===== config.mk =====
export PLATFORM = sky130hd
export DESIGN_NAME = uart_ctrl_sequencer
export DESIGN_NICKNAME = d
export VERILOG_FILES = /design/src/rtl/uart_ctrl_sequencer.sv
export SDC_FILE = /design/constraint.sdc
export NUM_CORES = 1
export LEC_CHECK = 0
export ABC_CLOCK_PERIOD_IN_PS = 3900
export BUFFER_PORTS_ARGS = -buffer_cell sky130_fd_sc_hd__buf_2
export CORE_UTILIZATION = 55
export CTS_CLUSTER_DIAMETER = 200
export CTS_CLUSTER_SIZE = 16
export DETAILED_ROUTE_END_ITERATION = 12
export PLACE_DENSITY = 0.74
export SLEW_MARGIN = 30
export SYNTH_ARGS = -nofsm -noshare
export SYNTH_HDL_FRONTEND = slang
export SYNTH_SLANG_ARGS = --single-unit

===== constraint.sdc =====
create_clock -name clk -period 3.9 [get_ports clk]
set_clock_uncertainty 0.15 [all_clocks]
set_input_delay 0.39 -clock clk [delete_from_list [all_inputs] [get_ports clk]]
set_output_delay 0.39 -clock clk [all_outputs]
set_load 0.01 [all_outputs]

===== src/rtl/uart_ctrl_sequencer.sv =====
`default_nettype none
// ============================================================================
// Module   : uart_ctrl_sequencer
// Function : Drives the uart_top addr/data bus through the line-configuration
//            sequence and one TX byte (from a FIFO) or RX request at a time.
// Revision : 1.0 - initial release
// ============================================================================
module uart_ctrl_sequencer #(
  parameter int FIFO_DEPTH = 8,
  parameter int CFG_HOLD   = 2,
  parameter int TIMEOUT    = 65535
) (
  input  logic                          clk,
  input  logic                          rst,
  input  logic                          cfg_valid,
  output logic                          cfg_ready,
  input  logic [1:0]                    cfg_baud,
  input  logic [1:0]                    cfg_parity,
  input  logic [3:0]                    cfg_frame_len,
  input  logic                          cfg_stop,
  input  logic                          wr_valid,
  input  logic [7:0]                    wr_data,
  output logic                          wr_ready,
  output logic [$clog2(FIFO_DEPTH):0]   fifo_count,
  input  logic                          rx_req,
  output logic [7:0]                    rx_data,
  output logic                          rx_data_valid,
  output logic [2:0]                    uart_addr,
  output logic [7:0]                    uart_data,
  input  logic                          uart_tx_done,
  input  logic                          uart_rx_done,
  input  logic [7:0]                    uart_rx_data,
  output logic                          busy,
  output logic                          timeout_err
);

  localparam int c_PTR_W  = $clog2(FIFO_DEPTH);
  localparam int c_CNT_W  = c_PTR_W + 1;
  localparam int c_HOLD_W = (CFG_HOLD > 1) ? $clog2(CFG_HOLD) : 1;
  localparam int c_TMO_W  = (TIMEOUT > 1) ? $clog2(TIMEOUT) : 1;
  localparam logic [c_HOLD_W-1:0] c_HOLD_LAST = c_HOLD_W'(CFG_HOLD - 1);
  localparam logic [c_TMO_W-1:0]  c_TMO_LAST  = c_TMO_W'(TIMEOUT - 1);
  localparam logic [c_CNT_W-1:0]  c_DEPTH     = c_CNT_W'(FIFO_DEPTH);

  typedef enum logic [2:0] {
    S_IDLE     = 3'd0,
    S_CFG_BAUD = 3'd1,
    S_CFG_PAR  = 3'd2,
    S_CFG_LEN  = 3'd3,
    S_CFG_STOP = 3'd4,
    S_TX_RUN   = 3'd5,
    S_RX_RUN   = 3'd6
  } state_t;

  state_t                r_state, w_state_next;
  logic [c_HOLD_W-1:0]   r_hold;
  logic [c_TMO_W-1:0]    r_tmo;
  logic [1:0]            r_baud, r_parity, w_baud_n, w_parity_n;
  logic [3:0]            r_frame_len, w_frame_len_n;
  logic                  r_stop, w_stop_n;
  logic [7:0]            r_mem [FIFO_DEPTH];
  logic [c_PTR_W-1:0]    r_wr_ptr, r_rd_ptr;
  logic [c_CNT_W-1:0]    r_count, w_count_n;
  logic                  r_tx_done_q, r_rx_done_q;
  logic                  r_cfg_ready, r_wr_ready, r_busy, r_rx_valid, r_tmo_err;
  logic [7:0]            r_rx_data, r_uart_data, w_data_n;
  logic [2:0]            r_uart_addr, w_addr_n;
  logic                  w_cfg_take, w_pop, w_push, w_rx_take, w_tmo_fire;
  logic                  w_tx_rise, w_rx_rise, w_hold_end, w_tmo_hit;

  assign w_tx_rise  = uart_tx_done & ~r_tx_done_q;
  assign w_rx_rise  = uart_rx_done & ~r_rx_done_q;
  assign w_hold_end = (r_hold == c_HOLD_LAST);
  assign w_tmo_hit  = (TIMEOUT != 0) && (r_tmo == c_TMO_LAST);
  assign w_push     = wr_valid & r_wr_ready;

  always_comb begin
    w_state_next = r_state;
    w_cfg_take   = 1'b0;
    w_pop        = 1'b0;
    w_rx_take    = 1'b0;
    w_tmo_fire   = 1'b0;
    case (r_state)
      S_IDLE: begin
        if (cfg_valid && r_cfg_ready) begin
          w_cfg_take   = 1'b1;
          w_state_next = S_CFG_BAUD;
        end else if (r_count != '0) begin
          w_state_next = S_TX_RUN;
        end else if (rx_req) begin
          w_state_next = S_RX_RUN;
        end
      end
      S_CFG_BAUD: if (w_hold_end) w_state_next = S_CFG_PAR;
      S_CFG_PAR:  if (w_hold_end) w_state_next = S_CFG_LEN;
      S_CFG_LEN:  if (w_hold_end) w_state_next = S_CFG_STOP;
      S_CFG_STOP: if (w_hold_end) w_state_next = S_IDLE;
      S_TX_RUN: begin
        if (w_tx_rise) begin
          w_pop        = 1'b1;
          w_state_next = S_IDLE;
        end else if (w_tmo_hit) begin
          // a timed-out byte is dropped so the queue cannot wedge
          w_pop        = 1'b1;
          w_tmo_fire   = 1'b1;
          w_state_next = S_IDLE;
        end
      end
      S_RX_RUN: begin
        if (w_rx_rise) begin
          w_rx_take    = 1'b1;
          w_state_next = S_IDLE;
        end else if (w_tmo_hit) begin
          w_tmo_fire   = 1'b1;
          w_state_next = S_IDLE;
        end
      end
      default: w_state_next = S_IDLE;
    endcase

    w_baud_n      = w_cfg_take ? cfg_baud      : r_baud;
    w_parity_n    = w_cfg_take ? cfg_parity    : r_parity;
    w_frame_len_n = w_cfg_take ? cfg_frame_len : r_frame_len;
    w_stop_n      = w_cfg_take ? cfg_stop      : r_stop;

    // bus outputs are registered, so they are decoded from the next state
    w_addr_n = 3'b111;
    w_data_n = 8'h00;
    case (w_state_next)
      S_CFG_BAUD: begin w_addr_n = 3'b000; w_data_n = {6'b0, w_baud_n};      end
      S_CFG_PAR:  begin w_addr_n = 3'b001; w_data_n = {6'b0, w_parity_n};    end
      S_CFG_LEN:  begin w_addr_n = 3'b010; w_data_n = {4'b0, w_frame_len_n}; end
      S_CFG_STOP: begin w_addr_n = 3'b011; w_data_n = {7'b0, w_stop_n};      end
      S_TX_RUN:   begin w_addr_n = 3'b100; w_data_n = r_mem[r_rd_ptr];      end
      S_RX_RUN:   begin w_addr_n = 3'b101; w_data_n = 8'h00;                 end
      default:    begin w_addr_n = 3'b111; w_data_n = 8'h00;                 end
    endcase

    w_count_n = r_count;
    case ({w_push, w_pop})
      2'b10:   w_count_n = r_count + 1'b1;
      2'b01:   w_count_n = r_count - 1'b1;
      default: w_count_n = r_count;
    endcase
  end

  always_ff @(posedge clk) begin
    if (rst) begin
      r_state     <= S_IDLE;
      r_hold      <= '0;
      r_tmo       <= '0;
      r_baud      <= 2'b11;
      r_parity    <= 2'b01;
      r_frame_len <= 4'd5;
      r_stop      <= 1'b0;
      r_wr_ptr    <= '0;
      r_rd_ptr    <= '0;
      r_count     <= '0;
      r_tx_done_q <= 1'b0;
      r_rx_done_q <= 1'b0;
      r_cfg_ready <= 1'b1;
      r_wr_ready  <= 1'b1;
      r_busy      <= 1'b0;
      r_rx_valid  <= 1'b0;
      r_tmo_err   <= 1'b0;
      r_rx_data   <= 8'h00;
      r_uart_addr <= 3'b111;
      r_uart_data <= 8'h00;
    end else begin
      r_state     <= w_state_next;
      r_hold      <= (w_state_next != r_state) ? '0 : r_hold + 1'b1;
      r_tmo       <= (w_state_next != r_state) ? '0 : r_tmo + 1'b1;
      r_baud      <= w_baud_n;
      r_parity    <= w_parity_n;
      r_frame_len <= w_frame_len_n;
      r_stop      <= w_stop_n;
      if (w_push) r_wr_ptr <= r_wr_ptr + 1'b1;
      if (w_pop)  r_rd_ptr <= r_rd_ptr + 1'b1;
      r_count     <= w_count_n;
      r_tx_done_q <= uart_tx_done;
      r_rx_done_q <= uart_rx_done;
      r_cfg_ready <= (w_state_next == S_IDLE);
      r_wr_ready  <= (w_count_n < c_DEPTH);
      r_busy      <= (w_state_next != S_IDLE);
      r_rx_valid  <= w_rx_take;
      r_tmo_err   <= w_tmo_fire;
      if (w_rx_take) r_rx_data <= uart_rx_data;
      r_uart_addr <= w_addr_n;
      r_uart_data <= w_data_n;
    end
  end

  always_ff @(posedge clk) begin
    if (w_push) r_mem[r_wr_ptr] <= wr_data;
  end

  assign cfg_ready     = r_cfg_ready;
  assign wr_ready      = r_wr_ready;
  assign fifo_count    = r_count;
  assign rx_data       = r_rx_data;
  assign rx_data_valid = r_rx_valid;
  assign uart_addr     = r_uart_addr;
  assign uart_data     = r_uart_data;
  assign busy          = r_busy;
  assign timeout_err   = r_tmo_err;

endmodule
`default_nettype wire

==> impl_results.md, run 1 <==
* First-pass GRT wire length at 17.42 mm
* Ys async rst share at 0%
* Avg Cell Area, Syn at 13.19 sq um
* Post-Layout Inst Area at 0.006519 sq mm
* DP Area at 0.005673 sq mm
* Clk sinks at 132
* Synth Net Count at 438
* Routed Antenna Nets at 0
* Slew margin rel. at 39.57%
* Final WS setup at 0.4416 ns
* Max-cap viol count at 0
* Sequential area share after synthesis at 62.54%
* Critical path class: flop to flop
* Min-Delay Path Depth at 1
* Pre-CTS setup slack at 0.5612 ns
* Layout cell share with drive strength beyond 1 at 24.75%
* NumNets Final at 532
* PortBufs at 59
* Detailed-route via count at 3411
* Fin. max-slew vios at 0
* Remaining DRCs at 0
* Leading cell types in the layout, fill and taps excluded: dfxtp_1, edfxtp_1, nor2_1
* Root buf cell: clkbuf_8
* DR iter-0 viols at 132
* Sw Ratio at 27.91%
* Worst EP arrival at 3.70 ns
* RSZ-0062 raised after global routing: false
* Hold Path Class: input port to flop
* Seq cells post-synth at 132
* Final WL at 10.70 mm
* I/O pin cnt at 60
* Clk pwr share at 38.9%
* Die Wd at 99.70 microns
* Final GP Congestion at 0.7676
* Post_cts resized at 0
* Int Power at 2.859 mW
* Filler cell count at 618
* FMAX at 289.1 MHz
* Post-synthesis instance area at 0.005250 sq mm
* Worst r2r path cells at 12
* Final Cycle Share at 88.68%
* Top_reg_cell synth: dfxtp_1
* LEAKAGE at 2.525 nW
* Drt wl/cell at 16.88 microns
* All-layer global routing usage at 23.86%
* Sequential Area at 0.003283 sq mm
* Largest net degree at the start of global routing at 36
* Synth area leaders: edfxtp_1, dfxtp_1, mux4_2, mux2i_1, nor2_1
* CTS Buf Count at 17
* Logic pwr share at 19.3%
* Status: completed
* Yosys Warn Count at 0
* Worst-margin pin slew at 0.9032 ns
* CP Capture Type: flop
* Req. time, crit path at 4.14 ns
* Post-synth EDFFs at 64
* Max Fanout on Critical Path at 4
* Initial core utilization at 56.82%
* Final hold violation count at 0
* GR Overflow Total at 0
* Clock-pin transition on the worst setup and hold timing paths at 0.06 ns
* DPL Wire Length at 6.467 mm
* Drt first pass iters at 4
* Mapped Cells at 398
* Fin crit period at 3.458 ns
* Switch Pwr at 1.107 mW
* Initial antenna violation count at 0
* Setup TNS at 0 ns
* Worst skew pair latency at 0.51 ns
* Max Root-Sink Buffers at 2
* Hold WS at 0.01985 ns
* Power Dens Cells at 608.3 mW/mm^2
* Die H at 99.70 microns
* Synth cell types at 56
* Number of setup violations in the final report at 0
* VDD IR max at 0.4785 mV
* Antenna cell count at 0
* Area of the core at 0.009240 sq mm
* H-tree depth at 4
* Area share of the largest cell type after synthesis at 36.61%
* Commonest non-fill, non-tap cell in the layout: dfxtp_1
* CTS tree: built
* Synth area leader: edfxtp_1
* Multi-input logic area at 0.001839 sq mm
* CP Launch Type: flop
* Vias in the first global route at 3469
* Growth of design area from synthesis to finish at 24.17%
* Site Rows at 35
* Die ar. at 0.009940 sq mm
* Routed vias/inst at 5.380
* Sequential share of power at 41.9%
==> worst max-delay path, stage by stage, from the launching register on <==
cell and delay [ns]:
dfxtp_1 0.40, ha_1 0.19, nand4_1 0.14, or4_4 0.48, a21oi_1 0.45, ha_1 0.31, ha_1 0.26, a21o_1 0.19
a21oi_1 0.17, xnor2_1 0.13, nor2_1 0.07, xnor2_1 0.14, or2_2 0.27
==> power groups by stage <==
stage,combinational [mW],clock (mW),sequential (mW)
2_1_floorplan,0.590,0,1.67
3_3_place_gp,0.736,0,1.68
3_5_place_dp,0.745,0,1.69
4_1_cts,0.769,1.56,1.66
5_1_grt,0.845,1.64,1.68
6_report,0.764,1.54,1.66
==> path summary, 6_finish.rpt <==
check                                 from     endpoint  slack [ns]
worst max register to register    r_tmo[1]     wr_ready        0.44
worst max-delay path              r_tmo[1]     wr_ready        0.44
worst min-delay path            wr_data[1]  r_mem[3][1]        0.02
worst min register to register   r_baud[0]    r_baud[0]        0.32
==> cell type report <==
type                       count  area share (%)
tap                          129           2.476
inverter                      13          0.7486
clock inverter                11           1.747
sequential                   132           50.36
clock buffer                  21           7.390
multi-input combinational    238           28.21
timing repair buffer          90           9.059
==> through the flow <==
stage                     cells  util [%]  total power [mW]
after floorplan             398         -             2.258
after global placement      577     61.39             2.416
after detailed placement    577     61.39             2.431
after CTS                   633     70.44             3.988
after global routing        634     70.55             4.158
final                       634     70.55             3.965
==> synth_stat cells (all sizes together) (6+ instances only) <==
cell type	n
dfxtp	68
nand3	12
inv	12
nand4	6
buf	7
edfxtp	64
xor2	11
nor3	9
nand2b	7
ha	7
mux2i	27
mux4	16
nand2	17
nor2	64
xnor2	12
a21oi	6
clkbuf	8
==> kinds of logic after synthesis <==
| logic type | Yosys count | share of synthesized area [%] |
|---|---|---|
| DFF | 132 | 62.54 |
| adders and majority gates | 8 | 2.050 |
| xor gates and xnor gates | 23 | 3.837 |
| buffers and inverters | 28 | 2.431 |
| and+or+nand+nor | 133 | 12.54 |
| AOI/OAI and AO/OA | 30 | 4.385 |
| muxes | 44 | 12.23 |
==> state kept, by name (all words and copies together) (netlist names), 3 cells and up, named ones only <==
| signal | count |
|---|---|
| uart_data | 8 |
| r_tmo | 16 |
| rx_data | 8 |
| r_rd_ptr | 3 |
| r_wr_ptr | 3 |
| r_mem | 64 |
| uart_addr | 3 |
| r_state | 3 |
| fifo_count | 4 |
| r_frame_len | 4 |
==> per-layer routing <==
metal	vias to the layer above	global-route usage, %	share of wire, %
met5	-	0	0
met1	1665	30.21	44
met2	98	39.10	50
li1	1629	-	-
met3	19	7.168	4.5
met4	0	8.258	1.7
==> what timing repair did <==
action	in CTS	in global routing
hold buffers	24	1
setup buffers	0	0
setup endpoints to repair	0	0
endpoints found under the hold margin	66	5
Power figures use the tool's default switching activity.
==> inputs of run 2 (changes only) <==
- REMOVE_ABC_BUFFERS: default -> 1
==> run 2 against run 1 <==
Effect of this change:
- utilization shrank 0.43 points
- global-route usage shrank 2.0 points
- sequential power is essentially flat
- non-clock buffer count is 1 lower
- via count shrank 2.6%
- die area did not move
- clock power is 3% lower
- routed wire length down 5.1%
- flip-flop and latch count stayed put
- design area is 0.61% lower
- total power decreased by 1.3%
- maximum frequency up 3.2%
- highest routed layer unchanged
==> impl_results.md, run 2 (same netlist as run 1, synthesis figures left out) <==
* Most flop-heavy register: r_mem
* Worst skew pair latency at 0.52 ns
* Clk pwr share at 38.0%
* Logic pwr share at 19.7%
* Hold Path Class: input port to flop
* CP Launch Type: flop
* Detailed-route via count at 3321
* Die H at 99.70 microns
* Post_cts resized at 0
* Hold WS at 0.01643 ns
* Die Wd at 99.70 microns
* Slew margin rel. at 42.07%
* CP Capture Type: flop
* Worst EP arrival at 3.61 ns
* RSZ-0062 raised after global routing: false
* Final GP Congestion at 0.8262
* # hold bufs at CTS at 25
* CTS tree: built
* Switch Pwr at 1.147 mW
* Worst-margin pin slew at 0.8658 ns
* Root buf cell: clkbuf_8
* Antenna cell count at 0
* Growth of design area from synthesis to finish at 23.40%
* Routed Antenna Nets at 0
* All-layer global routing usage at 21.85%
* Commonest non-fill, non-tap cell in the layout: dfxtp_1
* Sw Ratio at 29.30%
* Max Fanout on Critical Path at 5
* Worst r2r dst: wr_ready
* Critical path class: flop to flop
* First-pass GRT wire length at 15.93 mm
* Remaining DRCs at 0
* Status: completed
* Max FFs per register at 64
* DPL Wire Length at 6.198 mm
* GR Overflow Total at 0
* Clk sinks at 132
* Largest registers: r_mem x64, r_tmo x16
* Number of setup violations in the final report at 0
* Area of the core at 0.009240 sq mm
* Layout cell share with drive strength beyond 1 at 24.80%
* Drt first pass iters at 4
* Initial antenna violation count at 0
* DP Area at 0.005670 sq mm
* Max-cap viol count at 0
* Drt wl/cell at 16.04 microns
* Max Root-Sink Buffers at 2
* Sequential share of power at 42.3%
* Fin. max-slew vios at 0
* LEAKAGE at 2.507 nW
* DR iter-0 viols at 194
* Leading cell types in the layout, fill and taps excluded: dfxtp_1, edfxtp_1, nor2_1
* Flop2flop setup slack at 0.55 ns
* CP endpoint: wr_ready
* Site Rows at 35
* Die ar. at 0.009940 sq mm
* Filler cell count at 596
* Initial core utilization at 56.82%
* H-tree depth at 4
* Int Power at 2.767 mW
* VDD IR max at 0.2892 mV
* CTS Buf Count at 17
* Clock-pin transition on the worst setup and hold timing paths at 0.06 ns
* Worst r2r path cells at 11
* RR Startpoint: r_tmo[6]
* Req. time, crit path at 4.15 ns
* Final WL at 10.16 mm
* Post-CTS Setup Inserts at 0
* PortBufs at 59
* Routed vias/inst at 5.246
* Largest net degree at the start of global routing at 36
* FMAX at 298.3 MHz
* Setup TNS at 0 ns
* Crit path from: r_tmo[6]
* Final hold violation count at 0
* Hold path startpoint: wr_valid
* Post-Layout Inst Area at 0.006479 sq mm
* Vias in the first global route at 3158
* I/O pin cnt at 60
* Power Dens Cells at 604.1 mW/mm^2
* Final Cycle Share at 85.97%
* NumNets Final at 531
* Fin crit period at 3.353 ns
==> run 2: cell types whose count changed in the layout (fill, tap and decap cells not counted), sizes merged <==
cell | before | now
clkbuf | 21 | 17
inv | 16 | 19
clkinv | 5 | 7
buf | 65 | 64
clkinvlp | 2 | 1
==> run 2: how the worst min path moves through the flow <==
| stage | to | cells past startpoint |
|---|---|---|
| finish | r_wr_ptr[1] | 3 |
| global route | r_wr_ptr[1] | 3 |
| CTS | r_frame_len[3] | 3 |
| detailed placement | r_tmo[0] | 1 |
| global placement | r_baud[0] | 2 |
| floorplan | r_baud[0] | 2 |
==> run 2: area by class of cell <==
type / instances / area, sq um / share of cell area [%]
clock buffer: 17 / 414.1 / 6.392
clock inverter: 15 / 143.9 / 2.221
inverter: 13 / 48.80 / 0.7532
multi-input combinational: 238 / 1844 / 28.47
sequential: 132 / 3283 / 50.68
tap: 129 / 161.4 / 2.491
timing repair buffer: 89 / 583.1 / 9.000
==> run 2: worst max-delay path, cell delays in order, from the launching register on <==
cell	delay [ns]
dfxtp_1	0.42
nand4_2	0.17
or4_4	0.60
a21oi_1	0.40
ha_1	0.29
ha_1	0.24
a21o_1	0.17
a21oi_1	0.17
xnor2_1	0.14
nor2_1	0.07
xnor2_1	0.14
or2_2	0.28
==> run 2: power groups by stage <==
stage | clock, mW | combinational, mW | sequential [mW]
4_1_cts | 1.50 | 0.774 | 1.65
5_1_grt | 1.57 | 0.857 | 1.67
3_5_place_dp | 0 | 0.753 | 1.68
2_1_floorplan | 0 | 0.522 | 1.70
6_report | 1.49 | 0.773 | 1.66
3_3_place_gp | 0 | 0.740 | 1.68
==> run 2: metrics by stage <==
stage	total power, mW	util [%]	worst slack, ns	instances
floorplan	2.217	-	0.8396	383
global placement	2.418	61.37	0.6590	576
detailed placement	2.435	61.37	0.5894	576
CTS	3.927	70.12	0.5663	633
global route	4.094	70.12	0.3968	633
finish	3.914	70.12	0.5472	633
==> run 2: per-layer routing <==
metal	global-route usage [%]	part of all wire [%]	up-vias
met4	8.937	1.1	0
met3	5.622	5.3	12
met5	0	0	-
met2	35.28	49	103
li1	-	-	1626
met1	28.22	45	1580
